[src/rtl/std_fp_div_pkg.sv]
// Shared types and helpers for the parametrised fixed-point divider.
//   state_e      : controller states
//   iterations() : number of restoring steps for a given width/fraction split
//   sat_max()    : largest representable result, LSB-aligned in MaxWidth bits
//   sat_min()    : most negative representable result (0 when unsigned)
package std_fp_div_pkg;

  // Upper bound on WIDTH supported by the saturation helpers.
  localparam int unsigned MaxWidth = 64;

  typedef enum logic [1:0] {
    StIdle,
    StRun,
    StFix,
    StDone
  } state_e;

  function automatic int unsigned iterations(input int unsigned width, input int unsigned frac);
    return width + frac;
  endfunction

  function automatic logic [MaxWidth-1:0] sat_max(input int unsigned width, input bit is_signed);
    logic [MaxWidth-1:0] ones;
    ones = '1;
    return ones >> (MaxWidth - width + (is_signed ? 1 : 0));
  endfunction

  function automatic logic [MaxWidth-1:0] sat_min(input int unsigned width, input bit is_signed);
    logic [MaxWidth-1:0] one;
    one = MaxWidth'(1);
    return is_signed ? (one << (width - 1)) : '0;
  endfunction

endpackage

[src/rtl/std_fp_div_step.sv]
// One combinational restoring-division step.
//   acc_i    : partial remainder (WIDTH+1 bits)
//   quo_i    : quotient bits that survive the left shift (ITER-1 bits)
//   din_i    : next dividend bit shifted into the accumulator
//   dvs_i    : divisor magnitude
//   acc_o    : partial remainder after the step
//   quo_o    : quotient after shifting in the new bit
module std_fp_div_step #(
  parameter int unsigned WIDTH = 32,
  parameter int unsigned ITER  = 48
) (
  input  logic [WIDTH:0]    acc_i,
  input  logic [ITER-2:0]   quo_i,
  input  logic              din_i,
  input  logic [WIDTH-1:0]  dvs_i,
  output logic [WIDTH:0]    acc_o,
  output logic [ITER-1:0]   quo_o
);

  logic [WIDTH:0] shifted;
  logic [WIDTH:0] diff;
  logic           ge;

  always_comb begin
    shifted = {acc_i[WIDTH-1:0], din_i};
    // acc_i[WIDTH] is the bit that would shift out; if set, the true value
    // exceeds any WIDTH-bit divisor, so the subtraction must happen.
    ge      = acc_i[WIDTH] | (shifted >= {1'b0, dvs_i});
    diff    = shifted - {1'b0, dvs_i};
    acc_o   = ge ? diff : shifted;
    quo_o   = {quo_i, ge};
  end

endmodule

[src/rtl/std_fp_div_pipe_param.sv]
// Iterative restoring fixed-point divider with go/done handshake.
// Latency: done in cycle T+WIDTH+FRAC_WIDTH+2 after a start in cycle T,
// or T+1 for divide-by-zero / zero-dividend fast paths.
//   clk, reset    : clock, synchronous active-high reset
//   go            : request, held by the caller until done
//   left, right   : dividend, divisor (fixed-point)
//   out_quotient  : registered quotient (truncated toward zero, saturating)
//   out_remainder : registered remainder of the extended division
//   done          : one-cycle completion pulse
//   div_by_zero   : last op had right == 0 (cleared at next start)
//   overflow      : last op's quotient saturated (cleared at next start)
module std_fp_div_pipe_param
  import std_fp_div_pkg::*;
#(
  parameter int unsigned WIDTH      = 32,
  parameter int unsigned INT_WIDTH  = 16,
  parameter int unsigned FRAC_WIDTH = 16,
  parameter bit          SIGNED     = 1'b1
) (
  input  logic             clk,
  input  logic             reset,
  input  logic             go,
  input  logic [WIDTH-1:0] left,
  input  logic [WIDTH-1:0] right,
  output logic [WIDTH-1:0] out_quotient,
  output logic [WIDTH-1:0] out_remainder,
  output logic             done,
  output logic             div_by_zero,
  output logic             overflow
);

  localparam int unsigned Iter = iterations(WIDTH, FRAC_WIDTH);
  localparam int unsigned IdxW = $clog2(Iter);
  localparam logic [MaxWidth-1:0] SatMaxFull = sat_max(WIDTH, SIGNED);
  localparam logic [MaxWidth-1:0] SatMinFull = sat_min(WIDTH, SIGNED);
  localparam logic [WIDTH-1:0] SatMax = SatMaxFull[WIDTH-1:0];
  localparam logic [WIDTH-1:0] SatMin = SatMinFull[WIDTH-1:0];

  if (INT_WIDTH + FRAC_WIDTH != WIDTH) begin : g_bad_split
    $error("INT_WIDTH + FRAC_WIDTH must equal WIDTH");
  end

  state_e            state_q, state_d;
  logic [IdxW-1:0]   idx_q, idx_d;
  logic [WIDTH:0]    acc_q, acc_d;
  logic [Iter-1:0]   quo_q, quo_d;
  logic [Iter-1:0]   dvd_q, dvd_d;
  logic [WIDTH-1:0]  dvs_q, dvs_d;
  logic              neg_res_q, neg_res_d;
  logic              neg_dvd_q, neg_dvd_d;
  logic [WIDTH-1:0]  out_quo_q, out_quo_d;
  logic [WIDTH-1:0]  out_rem_q, out_rem_d;
  logic              dz_q, dz_d;
  logic              ov_q, ov_d;

  logic              left_neg, right_neg;
  logic [WIDTH-1:0]  left_mag, right_mag;
  logic [WIDTH:0]    acc_step;
  logic [Iter-1:0]   quo_step;
  logic [WIDTH-1:0]  quo_mag;
  logic              hi_zero, ovf;

  always_comb begin
    left_neg  = SIGNED && left[WIDTH-1];
    right_neg = SIGNED && right[WIDTH-1];
    left_mag  = left_neg ? (~left + 1'b1) : left;
    right_mag = right_neg ? (~right + 1'b1) : right;
  end

  std_fp_div_step #(
    .WIDTH (WIDTH),
    .ITER  (Iter)
  ) u_step (
    .acc_i (acc_q),
    .quo_i (quo_q[Iter-2:0]),
    .din_i (dvd_q[Iter-1]),
    .dvs_i (dvs_q),
    .acc_o (acc_step),
    .quo_o (quo_step)
  );

  // Overflow: magnitude must fit WIDTH bits (unsigned) or WIDTH-1 bits
  // (signed), except a negative result of exactly 2^(WIDTH-1).
  always_comb begin
    quo_mag = quo_q[WIDTH-1:0];
    hi_zero = (quo_q[Iter-1:WIDTH] == '0);
    if (SIGNED) begin
      ovf = !hi_zero ||
            (quo_mag[WIDTH-1] && !(neg_res_q && (quo_mag[WIDTH-2:0] == '0)));
    end else begin
      ovf = !hi_zero;
    end
  end

  always_comb begin
    state_d   = state_q;
    idx_d     = idx_q;
    acc_d     = acc_q;
    quo_d     = quo_q;
    dvd_d     = dvd_q;
    dvs_d     = dvs_q;
    neg_res_d = neg_res_q;
    neg_dvd_d = neg_dvd_q;
    out_quo_d = out_quo_q;
    out_rem_d = out_rem_q;
    dz_d      = dz_q;
    ov_d      = ov_q;

    unique case (state_q)
      StIdle: begin
        if (go) begin
          idx_d     = '0;
          acc_d     = '0;
          quo_d     = '0;
          dvd_d     = {left_mag, {FRAC_WIDTH{1'b0}}};
          dvs_d     = right_mag;
          neg_res_d = left_neg ^ right_neg;
          neg_dvd_d = left_neg;
          dz_d      = 1'b0;
          ov_d      = 1'b0;
          if (right == '0) begin
            state_d   = StDone;
            out_quo_d = SatMax;
            out_rem_d = '0;
            dz_d      = 1'b1;
          end else if (left == '0) begin
            state_d   = StDone;
            out_quo_d = '0;
            out_rem_d = '0;
          end else begin
            state_d = StRun;
          end
        end
      end
      StRun: begin
        acc_d = acc_step;
        quo_d = quo_step;
        dvd_d = dvd_q << 1;
        idx_d = idx_q + IdxW'(1);
        if (idx_q == IdxW'(Iter - 1)) begin
          state_d = StFix;
        end
      end
      StFix: begin
        state_d = StDone;
        if (ovf) begin
          out_quo_d = neg_res_q ? SatMin : SatMax;
          out_rem_d = '0;
          ov_d      = 1'b1;
        end else begin
          out_quo_d = neg_res_q ? (~quo_mag + 1'b1) : quo_mag;
          out_rem_d = neg_dvd_q ? (~acc_q[WIDTH-1:0] + 1'b1) : acc_q[WIDTH-1:0];
        end
      end
      StDone: begin
        state_d = StIdle;
      end
      default: begin
        state_d = StIdle;
      end
    endcase
  end

  always_ff @(posedge clk) begin
    if (reset) begin
      state_q   <= StIdle;
      idx_q     <= '0;
      acc_q     <= '0;
      quo_q     <= '0;
      dvd_q     <= '0;
      dvs_q     <= '0;
      neg_res_q <= 1'b0;
      neg_dvd_q <= 1'b0;
      out_quo_q <= '0;
      out_rem_q <= '0;
      dz_q      <= 1'b0;
      ov_q      <= 1'b0;
    end else begin
      state_q   <= state_d;
      idx_q     <= idx_d;
      acc_q     <= acc_d;
      quo_q     <= quo_d;
      dvd_q     <= dvd_d;
      dvs_q     <= dvs_d;
      neg_res_q <= neg_res_d;
      neg_dvd_q <= neg_dvd_d;
      out_quo_q <= out_quo_d;
      out_rem_q <= out_rem_d;
      dz_q      <= dz_d;
      ov_q      <= ov_d;
    end
  end

  assign out_quotient  = out_quo_q;
  assign out_remainder = out_rem_q;
  assign done          = (state_q == StDone);
  assign div_by_zero   = dz_q;
  assign overflow      = ov_q;

endmodule

[config.mk]
export PLATFORM = sky130hd
export DESIGN_NAME = std_fp_div_pipe_param
export DESIGN_NICKNAME = d
export VERILOG_FILES = /design/src/rtl/std_fp_div_pkg.sv /design/src/rtl/std_fp_div_step.sv /design/src/rtl/std_fp_div_pipe_param.sv
export SDC_FILE = /design/constraint.sdc
export NUM_CORES = 1
export LEC_CHECK = 0
export ABC_AREA = 1
export CORE_AREA = 2 2 150 262
export CTS_CLUSTER_SIZE = 25
export DETAILED_ROUTE_END_ITERATION = 8
export DIE_AREA = 0 0 152 264
export SLEW_MARGIN = 30
export SYNTH_ARGS = -nofsm -noshare
export SYNTH_HDL_FRONTEND = slang
export SYNTH_SLANG_ARGS = --single-unit
[constraint.sdc]
create_clock -name clk -period 2.6 [get_ports clk]
set_clock_uncertainty 0.05 [all_clocks]
set_input_delay 0.39 -clock clk [delete_from_list [all_inputs] [get_ports clk]]
set_output_delay 0.39 -clock clk [all_outputs]
set_load 0.005 [all_outputs]
; After elaboration in Yosys (flattened, before gate mapping)
; Index checks and enable logic that the tools add are counted.
[word_totals]
register_bits = 237
input_bits = 67
output_inout_bits = 67
word_cells = 82
[op_classes]
n_addsub = 6
n_lt_le_gt_ge = 1
n_eq_ne = 8
n_mux = 32
bitwise = 6
n_reduce_logical = 17
[op_table]
columns = op, count
row1 = 32-bit two-way mux, 12
row2 = 48-bit case mux with 2 select lines, 2
row3 = 32-bit by 1-bit adder with 32-bit output (second input constant), 4
row4 = 32-bit NOT, 4
row5 = 32-bit case mux with 2 select lines, 2
row6 = 48-bit two-way mux, 2
row7 = 33-bit two-way mux, 2
row8 = 33-bit case mux with 2 select lines, 1
row9 = 32-bit logical NOT, 2
row10 = 33-bit by 32-bit >= comparator with 1-bit output, 1
row11 = 33-bit by 32-bit subtractor with 33-bit output, 1
row12 = 31-bit logical NOT, 1
row13 = 16-bit logical NOT, 1
row14 = 6-bit case mux with 2 select lines, 1
row15 = 2-bit two-way mux, 4
row16 = 2-bit case mux with 4 select lines, 1
row17 = 6-bit by 1-bit adder with 6-bit output (second input constant), 1
row18 = 6-bit equality test (second input constant), 1
row19 = 6-bit two-way mux, 1
row20 = 2-bit inequality test (second input constant), 3
row21 = 2-bit AND reduction, 3
row22 = 3-bit AND reduction, 2
row23 = 2-bit equality test (second input constant), 2
row24 = 2-bit nonzero test, 2
row25 = other kinds (10), 14

; Logic depth before layout (Yosys ltp)
; Gate-level depths: netlist of the first run.
[logic_depth]
word_depth = 7
depth_mapped = 16
mapped_depth_nobuf = 16

; Cells and area by module
; A second synthesis of the first run with hierarchy kept.
[hier_totals]
cells_unflattened = 2718
area_unflattened_um2 = 16111.7
[by_module_without_submodules]
columns = mod, instances, cells_per_inst, area_each_um2, seq_area_each_um2
row1 = std_fp_div_pipe_param, 1, 1958, 12405.6, 4424.2
row2 = std_fp_div_step, 1, 760, 3706.1, 0.0

; Worst setup path before layout of the first run
; No wires, ideal clock.
[synth_timing]
path_type = register to register
start = register acc_q[16]
end = register acc_q[12]
setup_ns = 0.132
t_arrival_ns = 1.916
required_ns = 2.418
setup_slack_ns = 0.502
path_stages_with_launch = 13
n_path_buf = 1
synth_period_minus_slack_ns = 2.098
cell_sequence = dfxtp_1 -> ha_1 -> nand2_1 -> nor2_1 -> nand2_1 -> nor2_1 -> nand2_1 -> nand3_1 -> nor2_1 -> clkbuf_1 -> nand3_1 -> nand3_1 -> a21oi_1
[synth_between]
elab_chain_len = 4
[synth_rtl]
columns = element, line_no
row1 = "start, declared", std_fp_div_pipe_param.sv:45  ; logic [WIDTH:0] acc_q, acc_d;
row2 = "start signal, assigned", std_fp_div_pipe_param.sv:168  ; acc_q <= '0;
row3 = "start signal, assigned", std_fp_div_pipe_param.sv:181  ; acc_q <= acc_d;
row4 = 33-bit by 32-bit >= comparator with 1-bit output, std_fp_div_step.sv:28  ; ge = acc_i[WIDTH] | (shifted >= {1'b0, dvs_i});
row5 = 1-bit OR, std_fp_div_step.sv:28
row6 = 33-bit two-way mux, std_fp_div_step.sv:30  ; acc_o = ge ? diff : shifted;
row7 = 33-bit case mux with 2 select lines, std_fp_div_pipe_param.sv:109  ; unique case (state_q)
; No other way between the ends.
; A chain may end at the register's enable or synchronous reset.

; Worst setup path after layout of the first run
[layout_timing]
start = register acc_q[19]
end = register acc_q[14]
; The elaborated chain is that of the path after synthesis.

==> metrics, run 1 <==
status=finished, final reports clean; Tcrit/Tclk final=92.6%; critical path class=register to register; Starting DRT DRC Count=873; max-slew violations=0; Power Density=475 mW/mm^2; H-tree depth=1; CP Capture Type=register; most area-hungry cell type in the Yosys netlist=dfxtp_1; Max Cap Violations=0; Critical Path RT=2.95 ns; # diodes=0; DR pass1 iterations=5; Via Count=16200; Synth top area share=29.4%; Post-synth top flop=dfxtp_1; HP Start=reset; hpwl dp=40000 um; number of global-route vias before repair=15900; Post-Synthesis Cells=2515; crit path launch=acc_q[19]; Final Core Density=49.2%; warning count from the yosys run=0; Worst R2R Setup Slack=0.19 ns; Cell Rows=95; DIE HEIGHT=264 um; first-pass GRT wire length=80700 um; total CTS buffers=23; Total GRT Usage=24.8%; synthesized area=0.0151 mm^2; core area=0.0382 mm^2; nets=2840; final hold vios=0; Setup Total Neg Slack=0 ns; sequential fraction of the synthesis area=29.4%; largest net degree at the start of global routing=166; Tightest Hold Check Type=input pin to register; hold path cells=2; Achievable Freq=415 MHz; Yosys cell types=47; top post-synthesis cells by count=842 x nand2_1, 288 x inv_1, 268 x a21oi_1, 241 x nor2_1, 221 x dfxtp_1; EDFF count, synth=0; IO buf count=133; ranking of synthesized cells by area=dfxtp_1 29%, nand2_1 21%, a21oi_1 8.9%; number of fill cells in the layout=4059; Startpoint Class=register; most common cell in the netlist=nand2_1; Worst-path clk slew=0.07 ns; Arrival @ worst endpoint=2.76 ns; Rel. slew slack=41.3%; sequential cell area=0.00442 mm^2; Yosys reg bits=221; Post-CTS Setup Bufs=0; area of the multi-input gates=0.00911 mm^2; # IOs=134; fin crit period=2.41 ns; Worst-Margin Slew=0.881 ns; total nets after synthesis=2624; Die Area=0.0401 mm^2; Clock Latency Late Sink=0.56 ns; RR Startpoint=acc_q[19]; worst vdd ir=0.498 mV; root buffer cell=clkbuf_16; Die Wd=152 um; vias per cell=5.01; CP Cell Sequence=ha_1, buf_4, nand2_1, nor2_1, nand2_1, nor2_1, nand2_1, nand3_1, nor2_2, buf_6, nand3_1, nand3_1, a21oi_1; CTS tree=built; gp weighted congestion=0.929; initial antenna violation count=0; CP peak stage delay=0.45 ns; # DRC=0; layout cells sized above 1=9.07%; DR WL/cell=15.8 um; synthesis-to-finish area growth=24.6%; Max Fanout on Critical Path=32; Bufs on Longest Clock Path=3; Hold Path End=dvd_q[39]; Post-DRT Antenna Nets=0; aggregate global routing overflow=0; syn avg cell area=5.99 um^2; Leak Pwr=0.00874 uW; r2r endpoint=acc_q[14]; R2R cell count=13; aggregate routed wire length=50900 um; Post-synth ARST share=0%; Starting Density=39.5%; Final setup viols=0; Worst path slowest cell=dfxtp_1; clk sinks=221
-- sequential cells by signal (all words and copies together), names as in the netlist --
signal         count
acc_q             33
div_by_zero        1
dvd_q             32
dvs_q             32
idx_q              6
neg_dvd_q          1
neg_res_q          1
out_quotient      32
out_remainder     32
overflow           1
quo_q             48
state_q            2
-- critical path: cells and delay by family, from the launching register on --
kind,cells,cell delay (ns)
AOI/OAI and AO/OA,1,0.07
adders and majority gates,1,0.30
buffers and inverters,2,0.44
DFF,1,0.45
and+or+nand+nor,9,0.93
-- cells in the final DEF (no fill, tap or decap), types with 18 or more instances in the layout --
cell / instances
nor2_1: 236
nand4_1: 28
nor3_1: 26
xnor2_1: 31
xor2_1: 63
buf_4: 152
clkbuf_16: 23
nand2_1: 841
dfxtp_1: 221
a21oi_1: 268
o211ai_1: 18
ha_1: 34
inv_1: 287
clkdlybuf4s50_1: 132
o21ai_0: 101
nand3_1: 160
-- metrics by stage --
stage | total power [uW] | instances | worst slack, ns | hold WS (ns) | cell area (um^2)
CTS | 9000 | 3231 | 0.0914 | 0.117 | 18700
detailed placement | 5410 | 3191 | -0.209 | 0.406 | 17900
finish | 8920 | 3231 | 0.193 | 0.138 | 18800
floorplan | 4680 | 2515 | 0.502 | 0.391 | 15100
global placement | 5410 | 3191 | -0.141 | 0.403 | 17900
global route | 9350 | 3231 | -0.00434 | 0.142 | 18800
-- worst max path at each step --
stage | to | slack (ns) | cells after the start
after floorplan | acc_q[12] | 0.50 | 12
after global placement | out_remainder[6] | -0.14 | 15
after detailed placement | out_remainder[12] | -0.21 | 15
after CTS | acc_q[0] | 0.09 | 16
after global routing | acc_q[21] | -0.004 | 14
final | acc_q[14] | 0.19 | 13
-- metal layers --
layer,track usage (%),vias to the layer above,wire (um)
met1,24.2,7448,18200
met3,1.72,102,1020
li1,-,8405,-
met4,11.5,0,2530
met2,51.5,241,29100
met5,0,-,0
-- timing repair --
item                                    4_1_cts  5_1_grt
resized for setup                             0       16
hold buffers                                  0        0
endpoints found under the setup margin        0       69
hold endpoints to repair                      0        0
-- cells by family after synthesis --
group / count (synthesis) / synth area share, %
simple gates: 1350 / 36.9
compound gates: 407 / 14.2
buf+inv: 401 / 10.5
flops: 221 / 29.4
xor+xnor: 94 / 5.47
fa+ha+maj: 42 / 3.54
-- where the power goes --
part | switching, uW | internal [uW] | total (uW)
clock network | 1470 | 2100 | 3570
logic | 1120 | 671 | 1790
registers | 62.4 | 3500 | 3560
total | 2650 | 6270 | 8920
-- final cells by class --
type | count | share of cell area [%]
Sequential cell | 221 | 23.6
Tap cell | 485 | 3.23
Timing Repair Buffer | 297 | 14.4
Multi-Input combinational cell | 1893 | 48.6
Clock buffer | 30 | 3.53
Clock inverter | 10 | 0.773
Inverter | 295 | 5.92
No activity file was read; power rests on OpenSTA's default activity.
==> run 2, diff against run 1 <==
- CAP_MARGIN: default -> 10
==> results of run 2 <==
Same layout as run 1: the final DEF is identical, and so are final timing and power.
